$ cat src/rtl/ps2_rx_fifo.sv
// PS/2 device-to-host receiver: synchronises the PS/2 lines, deframes 11-bit frames,
// and queues good scan-code bytes in a small FIFO popped by a falling edge on rdn.
module ps2_rx_fifo #(
    parameter int DEPTH_LOG2 = 3,
    parameter int TIMEOUT    = 50000
) (
    input  logic       clk,
    input  logic       clrn,
    input  logic       ps2_clk,
    input  logic       ps2_data,
    input  logic       rdn,
    output logic [7:0] data,
    output logic       ready,
    output logic       overflow,
    output logic       frame_err
);

    localparam int DEPTH = 1 << DEPTH_LOG2;
    localparam int TW    = $clog2(TIMEOUT + 1);
    localparam logic [DEPTH_LOG2:0] FULL_CNT   = (DEPTH_LOG2 + 1)'(DEPTH);
    localparam logic [TW-1:0]       TIMER_LAST = TW'(TIMEOUT - 1);

    typedef enum logic [1:0] {
        ST_IDLE,
        ST_DATA,
        ST_PARITY,
        ST_STOP
    } state_t;

    // [0] catches metastability, [1] is stage 1, [2] is stage 2
    logic [2:0] clk_sync_reg;
    logic [2:0] data_sync_reg;
    logic       fall_edge;
    logic       rx_bit;

    state_t          state_reg, state_next;
    logic [2:0]      bit_cnt_reg, bit_cnt_next;
    logic [7:0]      shift_reg, shift_next;
    logic            parity_reg, parity_next;
    logic [TW-1:0]   timer_reg, timer_next;
    logic            frame_err_reg;
    logic            push_req;
    logic            err_next;
    logic            timed_out;

    logic [7:0]            mem [DEPTH];
    logic [DEPTH_LOG2-1:0] wr_ptr_reg, rd_ptr_reg;
    logic [DEPTH_LOG2:0]   count_reg;
    logic                  overflow_reg;
    logic                  rdn_reg;
    logic                  pop;
    logic                  full;
    logic                  accept;
    logic                  drop;

    always_ff @(posedge clk or negedge clrn) begin
        if (!clrn) begin
            clk_sync_reg  <= 3'b111;
            data_sync_reg <= 3'b111;
        end else begin
            clk_sync_reg  <= {clk_sync_reg[1:0], ps2_clk};
            data_sync_reg <= {data_sync_reg[1:0], ps2_data};
        end
    end

    assign fall_edge = clk_sync_reg[2] & ~clk_sync_reg[1];
    assign rx_bit    = data_sync_reg[2];

    always_ff @(posedge clk or negedge clrn) begin
        if (!clrn) begin
            state_reg     <= ST_IDLE;
            bit_cnt_reg   <= '0;
            shift_reg     <= '0;
            parity_reg    <= 1'b0;
            timer_reg     <= '0;
            frame_err_reg <= 1'b0;
        end else begin
            state_reg     <= state_next;
            bit_cnt_reg   <= bit_cnt_next;
            shift_reg     <= shift_next;
            parity_reg    <= parity_next;
            timer_reg     <= timer_next;
            frame_err_reg <= err_next;
        end
    end

    // An edge always beats the timeout, so a slow but live clock never aborts a frame
    assign timed_out = (state_reg != ST_IDLE) && !fall_edge && (timer_reg == TIMER_LAST);

    always_comb begin
        state_next   = state_reg;
        bit_cnt_next = bit_cnt_reg;
        shift_next   = shift_reg;
        parity_next  = parity_reg;
        timer_next   = (state_reg == ST_IDLE || fall_edge) ? '0 : timer_reg + 1'b1;
        push_req     = 1'b0;
        err_next     = 1'b0;

        case (state_reg)
            ST_IDLE: begin
                if (fall_edge && !rx_bit) begin
                    state_next   = ST_DATA;
                    bit_cnt_next = '0;
                end
            end
            ST_DATA: begin
                if (fall_edge) begin
                    shift_next   = {rx_bit, shift_reg[7:1]};
                    bit_cnt_next = bit_cnt_reg + 1'b1;
                    if (bit_cnt_reg == 3'd7) begin
                        state_next = ST_PARITY;
                    end
                end
            end
            ST_PARITY: begin
                if (fall_edge) begin
                    parity_next = rx_bit;
                    state_next  = ST_STOP;
                end
            end
            ST_STOP: begin
                if (fall_edge) begin
                    if (rx_bit && (^{shift_reg, parity_reg})) begin
                        push_req = 1'b1;
                    end else begin
                        err_next = 1'b1;
                    end
                    state_next = ST_IDLE;
                end
            end
            default: begin
                state_next = ST_IDLE;
            end
        endcase

        if (timed_out) begin
            state_next = ST_IDLE;
            err_next   = 1'b1;
        end
    end

    assign full   = (count_reg == FULL_CNT);
    assign pop    = rdn_reg & ~rdn & ready;
    // A pop in the same cycle frees the slot the push needs
    assign accept = push_req & (~full | pop);
    assign drop   = push_req & full & ~pop;

    always_ff @(posedge clk or negedge clrn) begin
        if (!clrn) begin
            wr_ptr_reg   <= '0;
            rd_ptr_reg   <= '0;
            count_reg    <= '0;
            overflow_reg <= 1'b0;
            rdn_reg      <= 1'b1;
        end else begin
            rdn_reg <= rdn;
            if (accept) begin
                wr_ptr_reg <= wr_ptr_reg + 1'b1;
            end
            if (pop) begin
                rd_ptr_reg <= rd_ptr_reg + 1'b1;
            end
            case ({accept, pop})
                2'b10:   count_reg <= count_reg + 1'b1;
                2'b01:   count_reg <= count_reg - 1'b1;
                default: count_reg <= count_reg;
            endcase
            if (drop) begin
                overflow_reg <= 1'b1;
            end else if (pop) begin
                overflow_reg <= 1'b0;
            end
        end
    end

    always_ff @(posedge clk) begin
        if (accept) begin
            mem[wr_ptr_reg] <= shift_reg;
        end
    end

    assign data      = mem[rd_ptr_reg];
    assign ready     = (count_reg != '0);
    assign overflow  = overflow_reg;
    assign frame_err = frame_err_reg;

endmodule

$ cat config.mk
export PLATFORM = sky130hd
export DESIGN_NAME = ps2_rx_fifo
export DESIGN_NICKNAME = d
export VERILOG_FILES = /design/src/rtl/ps2_rx_fifo.sv
export SDC_FILE = /design/constraint.sdc
export NUM_CORES = 1
export LEC_CHECK = 0
export BUFFER_PORTS_ARGS = -buffer_cell sky130_fd_sc_hd__buf_2
export CORE_MARGIN = 1.5
export CORE_UTILIZATION = 55
export CTS_BUF_LIST = sky130_fd_sc_hd__clkbuf_8 sky130_fd_sc_hd__clkbuf_16
export CTS_CLUSTER_DIAMETER = 80
export DETAILED_ROUTE_END_ITERATION = 10
export PLACE_DENSITY = 0.75
export RECOVER_POWER = 50
export SETUP_SLACK_MARGIN = 0.15
export SLEW_MARGIN = 5
export SYNTH_ARGS = -nofsm -noshare
export SYNTH_HDL_FRONTEND = slang
export SYNTH_SLANG_ARGS = --single-unit
$ cat constraint.sdc
create_clock -name clk -period 2.4 [get_ports clk]
set_input_delay 0.12 -clock clk [delete_from_list [all_inputs] [get_ports clk]]
set_output_delay 0.12 -clock clk [all_outputs]
set_load 0.03 [all_outputs]
# Word-level counts from Yosys, hierarchy flattened

Memories as Yosys holds them, arrays and structs flattened.
Index checks and enable logic that the tools add are counted.

Register bits: 49
Latch bits: 0
Memory bits (writable): 64
Bits in read-only memories: 0
Bits of input ports: 5
Output and inout bits: 11
Memories: 1

Memory list:

| memory | words | bits a word | rd ports | clocked after memory_dff | write ports | line | RTL |
|---|---|---|---|---|---|---|---|
| mem    | 8     | 8           | 1        | 0                        | 1           | 46   | `logic [7:0] mem [DEPTH];` |

Add/sub/neg operators: 6
$mul: 0
Div/mod/pow operators: 0
$lt $le $gt $ge: 0
Equal/unequal tests: 15
Shift-type cells: 0
Muxes and demuxes: 23
Bitwise logic cells: 11
Reduce and logical (&&, ||, !) cells: 18

Operator list:

| operator                                          | number |
|---|---|
| adder 16 x 1 -> 16 bit (second input constant)    | 1 |
| == test 16 bit (second input constant)            | 1 |
| 2-to-1 mux 16 bit                                 | 1 |
| 2-to-1 mux 2 bit                                  | 6 |
| != test 3 bit (second input constant)             | 4 |
| 2-to-1 mux 1 bit                                  | 11 |
| adder 3 x 1 -> 3 bit (second input constant)      | 3 |
| parity 9 bit                                      | 1 |
| one-hot mux 2 bit (4 select lines)                | 1 |
| one-hot mux 4 bit (2 select lines)                | 1 |
| nonzero test 2 bit                                | 4 |
| AND 1 bit                                         | 6 |
| == test 2 bit (second input constant)             | 3 |
| 2-to-1 mux 3 bit                                  | 2 |
| one-hot mux 3 bit (2 select lines)                | 1 |
| AND reduction 5 bit                               | 1 |
| adder 4 x 1 -> 4 bit (second input constant)      | 1 |
| == test 2 x 1 -> 1 bit (second input constant)    | 2 |
| == test 4 bit (second input constant)             | 1 |
| logical AND 1 bit                                 | 4 |
| NOT 1 bit                                         | 4 |
| AND reduction 2 bit                               | 2 |
| nonzero test 4 bit                                | 1 |
| subtractor 4 x 1 -> 4 bit (second input constant) | 1 |
| other kinds (9)                                   | 10 |

# Logic depth before layout (Yosys ltp)

Depth after elaboration: 8
Depth in mapped cells: 12
Mapped depth without buffers: 12

# Worst setup path after synthesis

Ideal clock, no wire load.

Kind: reg-to-reg
Start: reg shift_reg[1]
End: mem mem[1][0] (enable)
Arrival time: 2.089 ns
Required time: 2.017 ns
Slack: -0.072 ns
Cell stages (with the launch flop): 6
Period minus slack after synthesis: 2.472 ns
Cell sequence: dfrtp_1 -> xor2_1 -> xnor3_2 -> mux2_4 -> nand3_1 -> nor3_1

Word-level cells in the longest chain between the ends: 8

RTL lines:

| what                                   | line | RTL |
|---|---|---|
| start, declared                        | 38   | `logic [7:0] shift_reg, shift_next;` |
| start signal, assigned                 | 80   | `shift_reg <= shift_next;` |
| parity 9 bit                           | 123  | `if (rx_bit && (^{shift_reg, parity_reg})) begin` |
| logical AND 1 bit                      | 123  |  |
| 2-to-1 mux 1 bit                       | 123  |  |
| 2-to-1 mux 1 bit                       | 122  | `if (fall_edge) begin` |
| 2-to-1 mux 1 bit                       | 99   | `case (state_reg)` |
| AND 1 bit                              | 145  | `assign accept = push_req & (~full \| pop);` |
| 2-to-1 mux 1 bit                       | 177  | `if (accept) begin` |
| 2-to-1 mux 1 bit (not written as such) | 178  | `mem[wr_ptr_reg] <= shift_reg;` |
| end, declared                          | 46   |  |

Every way passes these cells.

# Final worst setup path

Start: reg shift_reg[3]
End: reg count_reg[2]

Word-level cells in the longest chain between the ends: 8
Elaborated cells between the ends (all ways): 10
Classes of those cells: eq/ne (2); mux (4); bitwise (1); reduce/logical (3)

RTL lines:

| what                                                                     | line | RTL |
|---|---|---|
| parity 9 bit *                                                           | 123  |  |
| logical AND 1 bit *                                                      | 123  |  |
| 2-to-1 mux 1 bit *                                                       | 123  |  |
| 2-to-1 mux 1 bit *                                                       | 122  |  |
| 2-to-1 mux 1 bit *                                                       | 99   |  |
| AND 1 bit *                                                              | 145  |  |
| == test 2 x 1 -> 1 bit or == test 2 bit (tied branches)                  | 163  | `case ({accept, pop})` |
| one-hot mux 4 bit (2 select lines) or nonzero test 2 bit (tied branches) | --   |  |
| end signal, assigned                                                     | 164  | `2'b10: count_reg <= count_reg + 1'b1;` |
| end signal, assigned                                                     | 165  | `2'b01: count_reg <= count_reg - 1'b1;` |
| end signal, assigned                                                     | 166  | `default: count_reg <= count_reg;` |
| end, declared                                                            | 48   | `logic [DEPTH_LOG2:0] count_reg;` |

Every way passes the cells marked *; elsewhere a longest branch is shown, timed or not.
A chain may end at the register's enable or synchronous reset.

==> reports/qor.yml <==
synth_top_cells_by_area: "edfxtp_1, dfrtp_1, mux4_2"
yosysSeqAreaShare_pct: 65.3
global_route_wire_length_before_repair_um: 14300
first_global_vias: 2821
synthesis.area_per_instance_um2: 15.5
run_status: "finished with violations"
crit_path_start_kind: "flop"
synthCells: 311
synth_common_cells: "edfxtp_1, dfrtp_1, nor2_1, mux2_2, mux4_2"
leakage_uw: 0.00235
critPathRequiredTime_ns: 2.80
synthesis.yosys.warnings: 0
most_repeated_cell_in_the_gate_level_netlist_after_synthesis: "edfxtp_1"
number_of_inserted_filler_cells_in_the_final_layout: 570
clk_root_buffer_cell: "clkbuf_8"
clock_tree.buffer_depth: 2
tritoncts_num_sinks: 113
final_antenna_net_count: 0
synth_top_flop_cell: "edfxtp_1"
final_layout_size_suffix_gt1_share_pct: 34.0
core_region_area_mm2: 0.00864
timing.max_cap.violations: 1
hold_violation_count_in_the_final_report: 0
worst-endpoint-arrival_ns: 2.81
highest-signal-layer: "met4"
max_clock_freq_mhz: 415
number_of_flip_flops_under_the_largest_register_name: 64
unrepaired_setup_endpoints_after_global_routing: "yes"
final_min_period_ns: 2.41
worst_hold_path_type: "primary input to flop"
timing.hold.ws_ns: 0.243
gpl.final_weighted_congestion: 0.796
max_slew_margin_pct: -11.2
post_dp_cell_area_mm2: 0.00522
grt_remaining_overflow: 0
floorplan.die_area_mm2: 0.00936
worst_pin_slew_ns: 1.67
layout.core_utilization_pct: 70.2
synth_edf_count: 64
io_buffers: 15
routedWlPerCell_um: 17.6
routed_wl_um: 8690
final.period_utilization_pct: 100
synth-async-reset-ratio_pct: 43.4
number_of_violations_reported_at_the_end_of_detailed_routing_iteration_0: 168
synth-seq-cells: 113
met3WireLength_um: 221
synth.distinct_cells: 43
io-pin-count: 16
start_util_pct: 56.0
crit_type: "flop to flop"
worst-path-max-fanout: 2
register_to_register_path_depth: 8
numCtsBuffers: 17
yosysTopAreaCellShare_pct: 39.8
netlist.top_cell.by_area: "edfxtp_1"
postLayoutSetupSlackWorst_ns: -0.0117
met1Wirelength_um: 3700
finalNetCount: 389
die_width_um: 96.7
track_usage_pct: 20.5
area.growth.synth_to_final_pct: 25.4
routed-via-count: 2705
clk_pin_slew_worst_paths_ns: 0.06
critical_path.endpoint_type: "flop"
finalMaxSlewViolations: 30
dp_hpwl_um: 5340
setup_viol: 2
firstDrtPassIters: 4
finalClockSkew_ns: 0.0104
power-per-cell-area_mw_per_mm2: 1280
postSynthNetCount: 328
met2RoutedLength_um: 4680
vias_per_cell: 5.49
failed_checks: "capacitance limit, slew limit, setup timing"
ctsHtreeMaxLevel: 4
die-height_um: 96.7
final_area_mm2: 0.00606
holdPathStages: 2
clk-insertion-delay-late_ns: 0.52
worst_ir_drop_vdd_v: 0.000708
floorplan.rows: 34
antenna_violations_before_repair: 0
cts_tree: "done"
drc: 0
antenna-diode-count: 0
syn_area_mm2: 0.00483
grt_start_max_net_pins: 30
[layout make-up]
class,instances,area [um2],share of cell area (%)
clock buffers,17,414,6.83
clock inverters,15,196,3.24
inverters,9,36.3,0.598
multi-input cells,182,1710,28.1
flip-flops and latches,113,3160,52.1
well taps,108,135,2.23
repair buffers,49,413,6.81
[path summary, 6_finish.rpt]
check                                      start                to  slack (ns)
max in group asynchronous                   clrn      timer_reg[3]        0.61
worst max-delay path                shift_reg[3]      count_reg[2]       -0.01
worst max register to register      shift_reg[3]      count_reg[2]       -0.01
min in group asynchronous                   clrn      state_reg[0]        0.56
worst min-delay path                         rdn           rdn_reg        0.24
worst min register to register  data_sync_reg[1]  data_sync_reg[2]        0.36
[per-layer routing]
layer	up-vias	global-route usage, %
met5	-	0
met3	8	6.29
met1	1363	24.8
li1	1288	-
met2	46	34.2
met4	0	9.03
[metrics by stage]
stage | setup slack [ns] | instances | TNS [ns] | total power (uW)
finish | -0.0117 | 493 | -0.0152 | 7750
detailed placement | -0.00782 | 449 | -0.00782 | 4730
global placement | 0.102 | 449 | 0 | 4660
CTS | -0.0120 | 489 | -0.0120 | 7530
global route | -0.126 | 493 | -0.237 | 8120
floorplan | 0.0863 | 311 | 0 | 4230
[logic make-up after synthesis]
logic type / after synthesis / share of synthesized area, %
xor+xnor: 24 / 4.97
mux: 42 / 13.9
fa+ha+maj: 12 / 3.26
buf+inv: 16 / 1.29
simple gates: 83 / 8.70
flops: 113 / 65.3
compound gates: 21 / 2.59
[placed cells by master (no fill, tap or decap), types with 9 or more instances in the layout]
cell type  synthesis  final
edfxtp_1          64     64
dfrtp_1           42     38
nor2_1            23     22
clkbuf_16          0     18
mux4_2            16     16
buf_4              0     15
nand2_1           15     14
mux2_2            18     12
nand3_1           12     11
xnor2_1           13     11
clkbuf_1           3     11
buf_6              0     11
o21ai_0           10     10
mux2_4             3      9
xor2_1             9      9
ha_1              11      9
[worst max-delay path, cell delays in order, from the launching register on]
cell	delay, ns
dfrtp_2	0.40
xnor2_1	0.16
xnor3_2	0.47
mux2i_2	0.25
nand2_2	0.12
buf_4	0.15
fa_2	0.35
xnor2_2	0.14
mux2_4	0.26
[where the power goes]
| group | switching (uW) | total [uW] | internal (uW) | leakage (uW) |
|---|---|---|---|---|
| clock network | 949 | 2560 | 1610 | 0.000297 |
| logic | 1130 | 2480 | 1360 | 0.000861 |
| registers | 310 | 2700 | 2390 | 0.00119 |
[timing repair]
action | CTS | global route
pin swaps | 6 | 7
setup buffers | 4 | 2
hold buffers | 4 | 0
hold endpoints to repair | 29 | 0
cloned | 0 | 2
resized for setup | 11 | 33
setup endpoints to repair | 10 | 74
Power figures use the tool's default switching activity.
